<file path="config.mk">
export PLATFORM = sky130hd
export DESIGN_NAME = trojan1_seq_trigger
export DESIGN_NICKNAME = d
export VERILOG_FILES = /design/src/rtl/trojan1_seq_trigger.sv
export SDC_FILE = /design/constraint.sdc
export NUM_CORES = 1
export LEC_CHECK = 0
export CAP_MARGIN = 40
export CORE_ASPECT_RATIO = 0.5
export CORE_UTILIZATION = 40
export CTS_CLUSTER_SIZE = 24
export DETAILED_ROUTE_END_ITERATION = 10
export PLACE_DENSITY = 0.61
export SLEW_MARGIN = 10
export SYNTH_ARGS = -nofsm -noshare
export SYNTH_HDL_FRONTEND = slang
export SYNTH_SLANG_ARGS = --single-unit
</file>
<file path="constraint.sdc">
create_clock -name clk -period 3.1 [get_ports clk]
set_input_delay 0.93 -clock clk [delete_from_list [all_inputs] [get_ports clk]]
set_output_delay 0.93 -clock clk [all_outputs]
set_load 0.005 [all_outputs]
</file>
<file path="src/rtl/trojan1_seq_trigger.sv">
// Trojan1 trigger responder: watches the serial r1 stream for a programmable
// bit pattern, counts hits within a sliding timeout window, and fires a
// fixed-length trigger pulse followed by a cooldown once enough hits arrive.
module trojan1_seq_trigger #(
  parameter int                 SEQ_LEN         = 4,
  parameter logic [SEQ_LEN-1:0] SEQ_PATTERN     = 4'b1011,
  parameter int                 MATCH_THRESHOLD = 3,
  parameter int                 WINDOW          = 16,
  parameter int                 PULSE_LEN       = 2,
  parameter int                 COOLDOWN_LEN    = 8
) (
  input  logic       clk,
  input  logic       rst,
  input  logic       r1,
  output logic       trigger,
  output logic       armed,
  output logic [3:0] hit_count,
  output logic [7:0] fire_count
);

  typedef enum logic [1:0] {
    IDLE     = 2'd0,
    ARMED    = 2'd1,
    FIRE     = 2'd2,
    COOLDOWN = 2'd3
  } state_t;

  localparam logic [3:0] THRESH     = 4'(MATCH_THRESHOLD);
  localparam logic [7:0] WIN_LAST   = 8'(WINDOW - 1);
  localparam logic [3:0] PULSE_LAST = 4'(PULSE_LEN - 1);
  localparam logic [7:0] COOL_LAST  = 8'(COOLDOWN_LEN - 1);
  localparam bit         NO_COOL    = (COOLDOWN_LEN == 0);
  localparam bit         ONE_HIT    = (MATCH_THRESHOLD == 1);

  state_t             state;
  logic [SEQ_LEN-1:0] hist;
  logic [7:0]         win_cnt;
  logic [3:0]         pulse_cnt;
  logic [7:0]         cool_cnt;
  logic               match;

  // Oldest sample sits in the MSB, so the pattern reads left to right in time.
  assign match   = (hist == SEQ_PATTERN);
  assign trigger = (state == FIRE);
  assign armed   = (state == ARMED);

  // Shift r1 into the history every cycle regardless of FSM state.
  always_ff @(posedge clk) begin
    if (rst) begin
      hist <= '0;
    end else begin
      hist <= {hist[SEQ_LEN-2:0], r1};
    end
  end

  // Hit counting, windowed arming, trigger pulse and cooldown sequencing.
  always_ff @(posedge clk) begin
    if (rst) begin
      state      <= IDLE;
      hit_count  <= 4'd0;
      fire_count <= 8'd0;
      win_cnt    <= 8'd0;
      pulse_cnt  <= 4'd0;
      cool_cnt   <= 8'd0;
    end else begin
      case (state)
        IDLE: begin
          if (match) begin
            win_cnt   <= 8'd0;
            pulse_cnt <= 4'd0;
            if (ONE_HIT) begin
              state      <= FIRE;
              hit_count  <= 4'd0;
              fire_count <= (fire_count == 8'hFF) ? fire_count : fire_count + 8'd1;
            end else begin
              state     <= ARMED;
              hit_count <= 4'd1;
            end
          end
        end
        ARMED: begin
          if (match) begin
            win_cnt <= 8'd0;
            if (hit_count + 4'd1 == THRESH) begin
              state      <= FIRE;
              hit_count  <= 4'd0;
              pulse_cnt  <= 4'd0;
              fire_count <= (fire_count == 8'hFF) ? fire_count : fire_count + 8'd1;
            end else begin
              hit_count <= hit_count + 4'd1;
            end
          end else if (win_cnt == WIN_LAST) begin
            state     <= IDLE;
            hit_count <= 4'd0;
            win_cnt   <= 8'd0;
          end else begin
            win_cnt <= win_cnt + 8'd1;
          end
        end
        FIRE: begin
          if (pulse_cnt == PULSE_LAST) begin
            pulse_cnt <= 4'd0;
            cool_cnt  <= 8'd0;
            state     <= NO_COOL ? IDLE : COOLDOWN;
          end else begin
            pulse_cnt <= pulse_cnt + 4'd1;
          end
        end
        COOLDOWN: begin
          if (cool_cnt == COOL_LAST) begin
            state    <= IDLE;
            cool_cnt <= 8'd0;
          end else begin
            cool_cnt <= cool_cnt + 8'd1;
          end
        end
        default: begin
          state     <= IDLE;
          hit_count <= 4'd0;
          win_cnt   <= 8'd0;
          pulse_cnt <= 4'd0;
          cool_cnt  <= 8'd0;
        end
      endcase
    end
  end

endmodule

</file>
* Yosys cells after proc, flatten, opt, wreduce, memory -nomap -nowiden
Cells that the tools add are included.
** Storage, ports and cells
- Flip-flop bits (word level) :: 38
- Bits in latches :: 0
- Bits in writable memories :: 0
- Memory bits (read-only) :: 0
- Output and inout port bits :: 14
- Word-level logic and storage cells :: 63
- Memories kept :: 0
** Operators by class
- Add/sub/neg operators :: 5
- $mul :: 0
- Div/mod/pow operators :: 0
- Magnitude comparators :: 0
- Eq/ne operators :: 16
- Shift operators :: 0
- Multiplexer cells :: 24
- Bitwise operators :: 1
- Reduce and logical (&&, ||, !) cells :: 10
** Operator list (number)
- 8-bit 2-to-1 mux :: 5
- 4-bit 2-to-1 mux :: 8
- 8-bit one-hot mux with 2 select lines :: 2
- 8-bit by 1-bit adder with 8-bit output (second input constant) :: 3
- 2-bit 2-to-1 mux :: 6
- 4-bit one-hot mux with 3 select lines :: 1
- 4-bit by 1-bit adder with 4-bit output (second input constant) :: 2
- 8-bit by 3-bit equality test with 1-bit output (second input constant) :: 1
- 8-bit by 4-bit equality test with 1-bit output (second input constant) :: 1
- 8-bit equality test (second input constant) :: 1
- 2-bit one-hot mux with 4 select lines :: 1
- 4-bit one-hot mux with 2 select lines :: 1
- 4-bit AND reduction :: 2
- 2-bit by 1-bit inequality test with 1-bit output (second input constant) :: 3
- 5-bit AND reduction :: 1
- 2-bit equality test (second input constant) :: 2
- 4-bit by 1-bit equality test with 1-bit output (second input constant) :: 1
- 4-bit by 2-bit equality test with 1-bit output (second input constant) :: 1
- 4-bit equality test (second input constant) :: 1
- 2-bit inequality test (second input constant) :: 2
- 2-bit AND reduction :: 2
- 2-bit nonzero test :: 2
- 3-bit by 1-bit inequality test with 1-bit output (second input constant) :: 1
- 3-bit by 2-bit inequality test with 1-bit output (second input constant) :: 1
- other kinds (5) :: 5

* Logic depth before layout (Yosys ltp)
- Depth in word-level cells :: 5
- Mapped depth :: 8

* Worst setup path after synthesis
Ideal clock, no wire load.
- Kind :: flip-flop to flip-flop
- Start :: register hit_count[0]
- End :: register fire_count[3]
- Data arrival time :: 2172 ps
- Data required time :: 3029 ps
- Slack :: 857 ps
- Cell stages (with the launch flop) :: 8
- Path buffers :: 1
- Clock period less this slack :: 2243 ps
- Path through :: dfxtp_1 ha_1 or4b_4 o31a_4 or3_1 clkbuf_2 or3_1 a21oi_1
** Between the ends
- Cells in the longest elaborated chain, start to end :: 3
** RTL lines
- start, declared :: line 17 : output logic [3:0] hit_count,
- start signal, assigned :: line 90 : hit_count <= hit_count + 4'd1;
- 4-bit by 1-bit adder with 4-bit output :: line 84 : if (hit_count + 4'd1 == THRESH) begin
- 4-bit by 2-bit equality test with 1-bit output :: line 84
- 4-bit AND reduction (no line)
- end signal, assigned :: line 74 : fire_count <= (fire_count == 8'hFF) ? fire_count : fire_count + 8'd1;
- end signal, assigned :: line 88 : fire_count <= (fire_count == 8'hFF) ? fire_count : fire_count + 8'd1;
- end, declared :: line 18 : output logic [7:0] fire_count
No other way between the ends.
A chain may end at the register's enable or synchronous reset.

==> results.md <==
- The run finished with clean final reports.
- Row generation in the floorplan step produced 17 rows.
- For this run, the detailed router's first-pass iteration total came to 4.
- The number of clock buffers inserted by TritonCTS is 5.
- Overall power consumption after layout is estimated at 0.918 mW.
- The count of pins over their slew limit is 0.
- In this run the cell area of the synthesized design comes to 1950 µm².
- The register share of total power is 54.3%.
- The total of hold buffers inserted after clock tree synthesis is 0.
- In the detailed route, the total length drawn on met3 is 126 µm.
- In this run the static leakage power is a little over 0.8 nW.
- Sequential elements use 39.0% of the synthesized area.
- The remaining routing DRC violations is 0.
- Measured against its own limit, the worst slew margin works out to 40.5%.
- For this block, wires on met1 add up to between 2000 and 2500 µm.
- The die extent in y is 51.4 µm.
- Leaving out fill and tap cells, the most frequent cells in the layout are 38 x sky130_fd_sc_hd__dfxtp_1, 33 x sky130_fd_sc_hd__nor2_1, 16 x sky130_fd_sc_hd__clkdlybuf4s50_1.
- The switching power as a share of total power is 24.1%.
- The core region is 4530 µm².
- Dividing total power by cell area gives a power density of 405 nW/µm².
- The data arrival time of the worst path is 1700 ps.
- Across the routed clock network, the largest skew measured is 7.35 ps.
- The most frequently used flop master after synthesis is sky130_fd_sc_hd__dfxtp_1.
- The required arrival time at the worst endpoint is about 2200 ps.
- 17 I/O pins were placed.
- The number of setup buffers added after CTS is 0.
- Wires add up to 4040 µm.
- The clock transition at the registers of the reported paths is 70 ps.
- The endpoint kind of the worst setup timing path is a primary output.
- At the end of routability-driven placement, the weighted congestion stood at 0.789.
- The worst setup path is launched from a flop.
- The post-route setup TNS is 0 ps.
- The largest single stage delay on the critical path is slightly below 600 ps.
- Counting both buffers and inverters, the worst setup path holds a total of 2.
- The share of total power in combinational logic is between 6 and 7%.
- Entering global routing, the biggest net connects 26 pins.
- The detailed-route via count is about 1600.
- The number of buffers inserted by port buffering is 16.
- The worst-margin pin slew is 885 ps.
- The number of enable flip-flop cells after synthesis is 0.
- The achievable clock frequency is 380 MHz.
- The number of nets in the finished design is ~260.
- The kind of critical path is flop to primary output.
- Yosys attributes the largest share of cell area to sky130_fd_sc_hd__dfxtp_1 39%, sky130_fd_sc_hd__ha_1 7.1%, sky130_fd_sc_hd__nor2_1 6.3%.
- The area of the die is 5180 µm².
- The analysis attributes to net switching a power of 0.221 mW.
- In this run the worst hold path is classified as flop to flop.
- The die is 101 µm wide.
- The signal on the critical path passes through inv_1 -> ha_1 -> clkdlybuf4s50_1.
- Routed signal wires occupy layers up through met4.
- The initial core utilization is a little over two fifths.
- The share of the synthesized area in the top cell type is 39.0%.
- The average instance area after synthesis is approximately 8.7 µm².
- Compared with the post-synthesis result, the final layout area differs by 16.1%.
- The final global-route overflow total is 0.
- The number of instances in the synthesized netlist is around 220.
- The smallest clock period supported by the final layout is computed as approximately 2600 ps.
- The number of levels in the clock H-tree is 2.
- Setup violations remaining at the end of the flow were counted as 0.
- The first global-routing pass estimated approximately 7100 µm of wire.
- The worst-path maximum fanout is 11.
- The worst-case IR drop observed on VDD is ~0.18 mV.
- The post-cts sizing count is 0.
- The placed wire-length estimate after detailed placement is 2830 µm.
- Leaving out fill and tap cells, the most frequent cell in the layout is sky130_fd_sc_hd__dfxtp_1.
- Setup repair after global routing left no endpoint under its margin.
- The clock latency on the worst-skew pair is 290 ps.
- The fraction of final layout cells sized beyond drive strength 1 is under 10%.
- The number of nets handed over by synthesis was 238.
- The number of antenna violations at the first check in global routing is 0.
- Internal power comes to 0.697 mW.
- Clock tree synthesis found a total of 38 sinks.
- After detailed routing, the met2 layer carries around 1700 µm of wire.
- The fraction of power consumed by the clock network is 38.8%.
- Clock tree synthesis selected as its root buffer the cell sky130_fd_sc_hd__clkbuf_8.
- Counting distinct cell types in the post-synthesis netlist gives 46.
- The slowest stage of the critical path belongs to the cell sky130_fd_sc_hd__clkdlybuf4s50_1.
- For this block, the initial DRC count from the detailed router was 33.
- The share of the core filled with cells in the final layout is 50.0%.
- In the routed layout, each cell is associated on average with a via count of 5.26.
- The number of register bits inferred by synthesis is 38.
- In the finished design, the share of the clock period the worst path needs comes to 84.8%.
- Global routing used 17.8% of the available tracks.
- Of all flip-flops after synthesis, the portion carrying an async set or reset was 0%.
- The number of global-route vias before repair is 1589.
- Yosys printed 0 warnings.
- The final-report hold violation count is 0.
- The number of routed nets with antenna violations is 0.
- The mean routed wirelength per cell is 13.1 µm.
- In this run the deepest clock path goes through 2 buffers.
- TritonCTS built the clock tree.
- sky130_fd_sc_hd__dfxtp_1 takes more of the synthesized area than any other cell.
- The number of antenna diodes in the final layout is 0.
- The max-capacitance violation count is 0.
- Broken down by cell family, the worst path's largest delay share belongs to buffers and inverters.
==> power groups by stage <==
stage	Clock (mW)	Combinational (mW)	Sequential (mW)
6_report	0.356	0.0637	0.498
5_1_grt	0.395	0.0715	0.499
4_1_cts	0.372	0.0635	0.498
3_5_place_dp	0	0.0629	0.510
2_1_floorplan	0	0.0450	0.509
3_3_place_gp	0	0.0622	0.510
==> metrics by stage <==
step	area (µm²)	hold WS [ps]	cells	setup slack (ps)
2_1_floorplan	1950	444	224	857
3_3_place_gp	2170	456	300	725
3_5_place_dp	2170	462	300	726
4_1_cts	2270	477	308	465
5_1_grt	2270	486	308	359
6_report	2270	477	308	471
==> path summary, 6_finish.rpt <==
| kind | startpoint | endpoint | slack [ps] | cells past startpoint |
|---|---|---|---|---|
| setup reg to reg | cool_cnt[0] | state[0] | 670 | 6 |
| setup / recovery | flop | armed | 470 | 3 |
| hold reg to reg | hist[2] | hist[3] | 480 | 1 |
| hold / removal | hist[2] | hist[3] | 480 | 1 |
==> cells in the mapped netlist, drive strengths merged (3+ instances only) <==
cell,n
o31ai,3
inv,9
or3,3
a21oi,11
nor4,3
nand4,7
nor3,4
xnor2,8
nand2,11
o21ai,6
nand3,11
clkbuf,7
dfxtp,38
nor2b,8
nand2b,3
ha,11
nor2,33
xor2,9
and3,4
==> cell families after synthesis <==
| kind of cell | after synthesis | synth area share, % |
|---|---|---|
| compound gates | 37 | 13.3 |
| flops | 38 | 39.0 |
| xor+xnor | 17 | 7.63 |
| mux | 4 | 2.18 |
| fa+ha+maj | 11 | 7.05 |
| simple gates | 101 | 27.7 |
| buf+inv | 16 | 3.14 |
==> sequential cells by signal, indices dropped and copies added, names as in the netlist, named ones only <==
signal	flops
cool_cnt	8
fire_count	8
win_cnt	8
hist	4
hit_count	4
pulse_cnt	4
state	1
==> per-layer routing <==
layer / track usage (%) / vias to the layer above
met4: 6.52 / 0
met5: 0 / -
li1: - / 833
met2: 28.1 / 20
met1: 23.5 / 763
met3: 4.92 / 5
==> cell type report <==
| class | instances | area, µm² |
|---|---|---|
| Multi-Input combinational cell | 170 | 1130 |
| Clock buffer | 7 | 86.3 |
| Inverter | 9 | 33.8 |
| Clock inverter | 1 | 5.00 |
| Fill cell | 438 | 2260 |
| Sequential cell | 38 | 761 |
| Tap cell | 66 | 82.6 |
| Timing Repair Buffer | 17 | 168 |
==> worst reg2reg max path: stages, from the launching register on <==
cell                       delay [ps]
sky130_fd_sc_hd__dfxtp_1          380
sky130_fd_sc_hd__ha_1             240
sky130_fd_sc_hd__or4b_1           480
sky130_fd_sc_hd__o41a_1           370
sky130_fd_sc_hd__a221oi_1         430
sky130_fd_sc_hd__nand2_1          140
sky130_fd_sc_hd__a221oi_1         310
No activity file was read; power rests on OpenSTA's default activity.
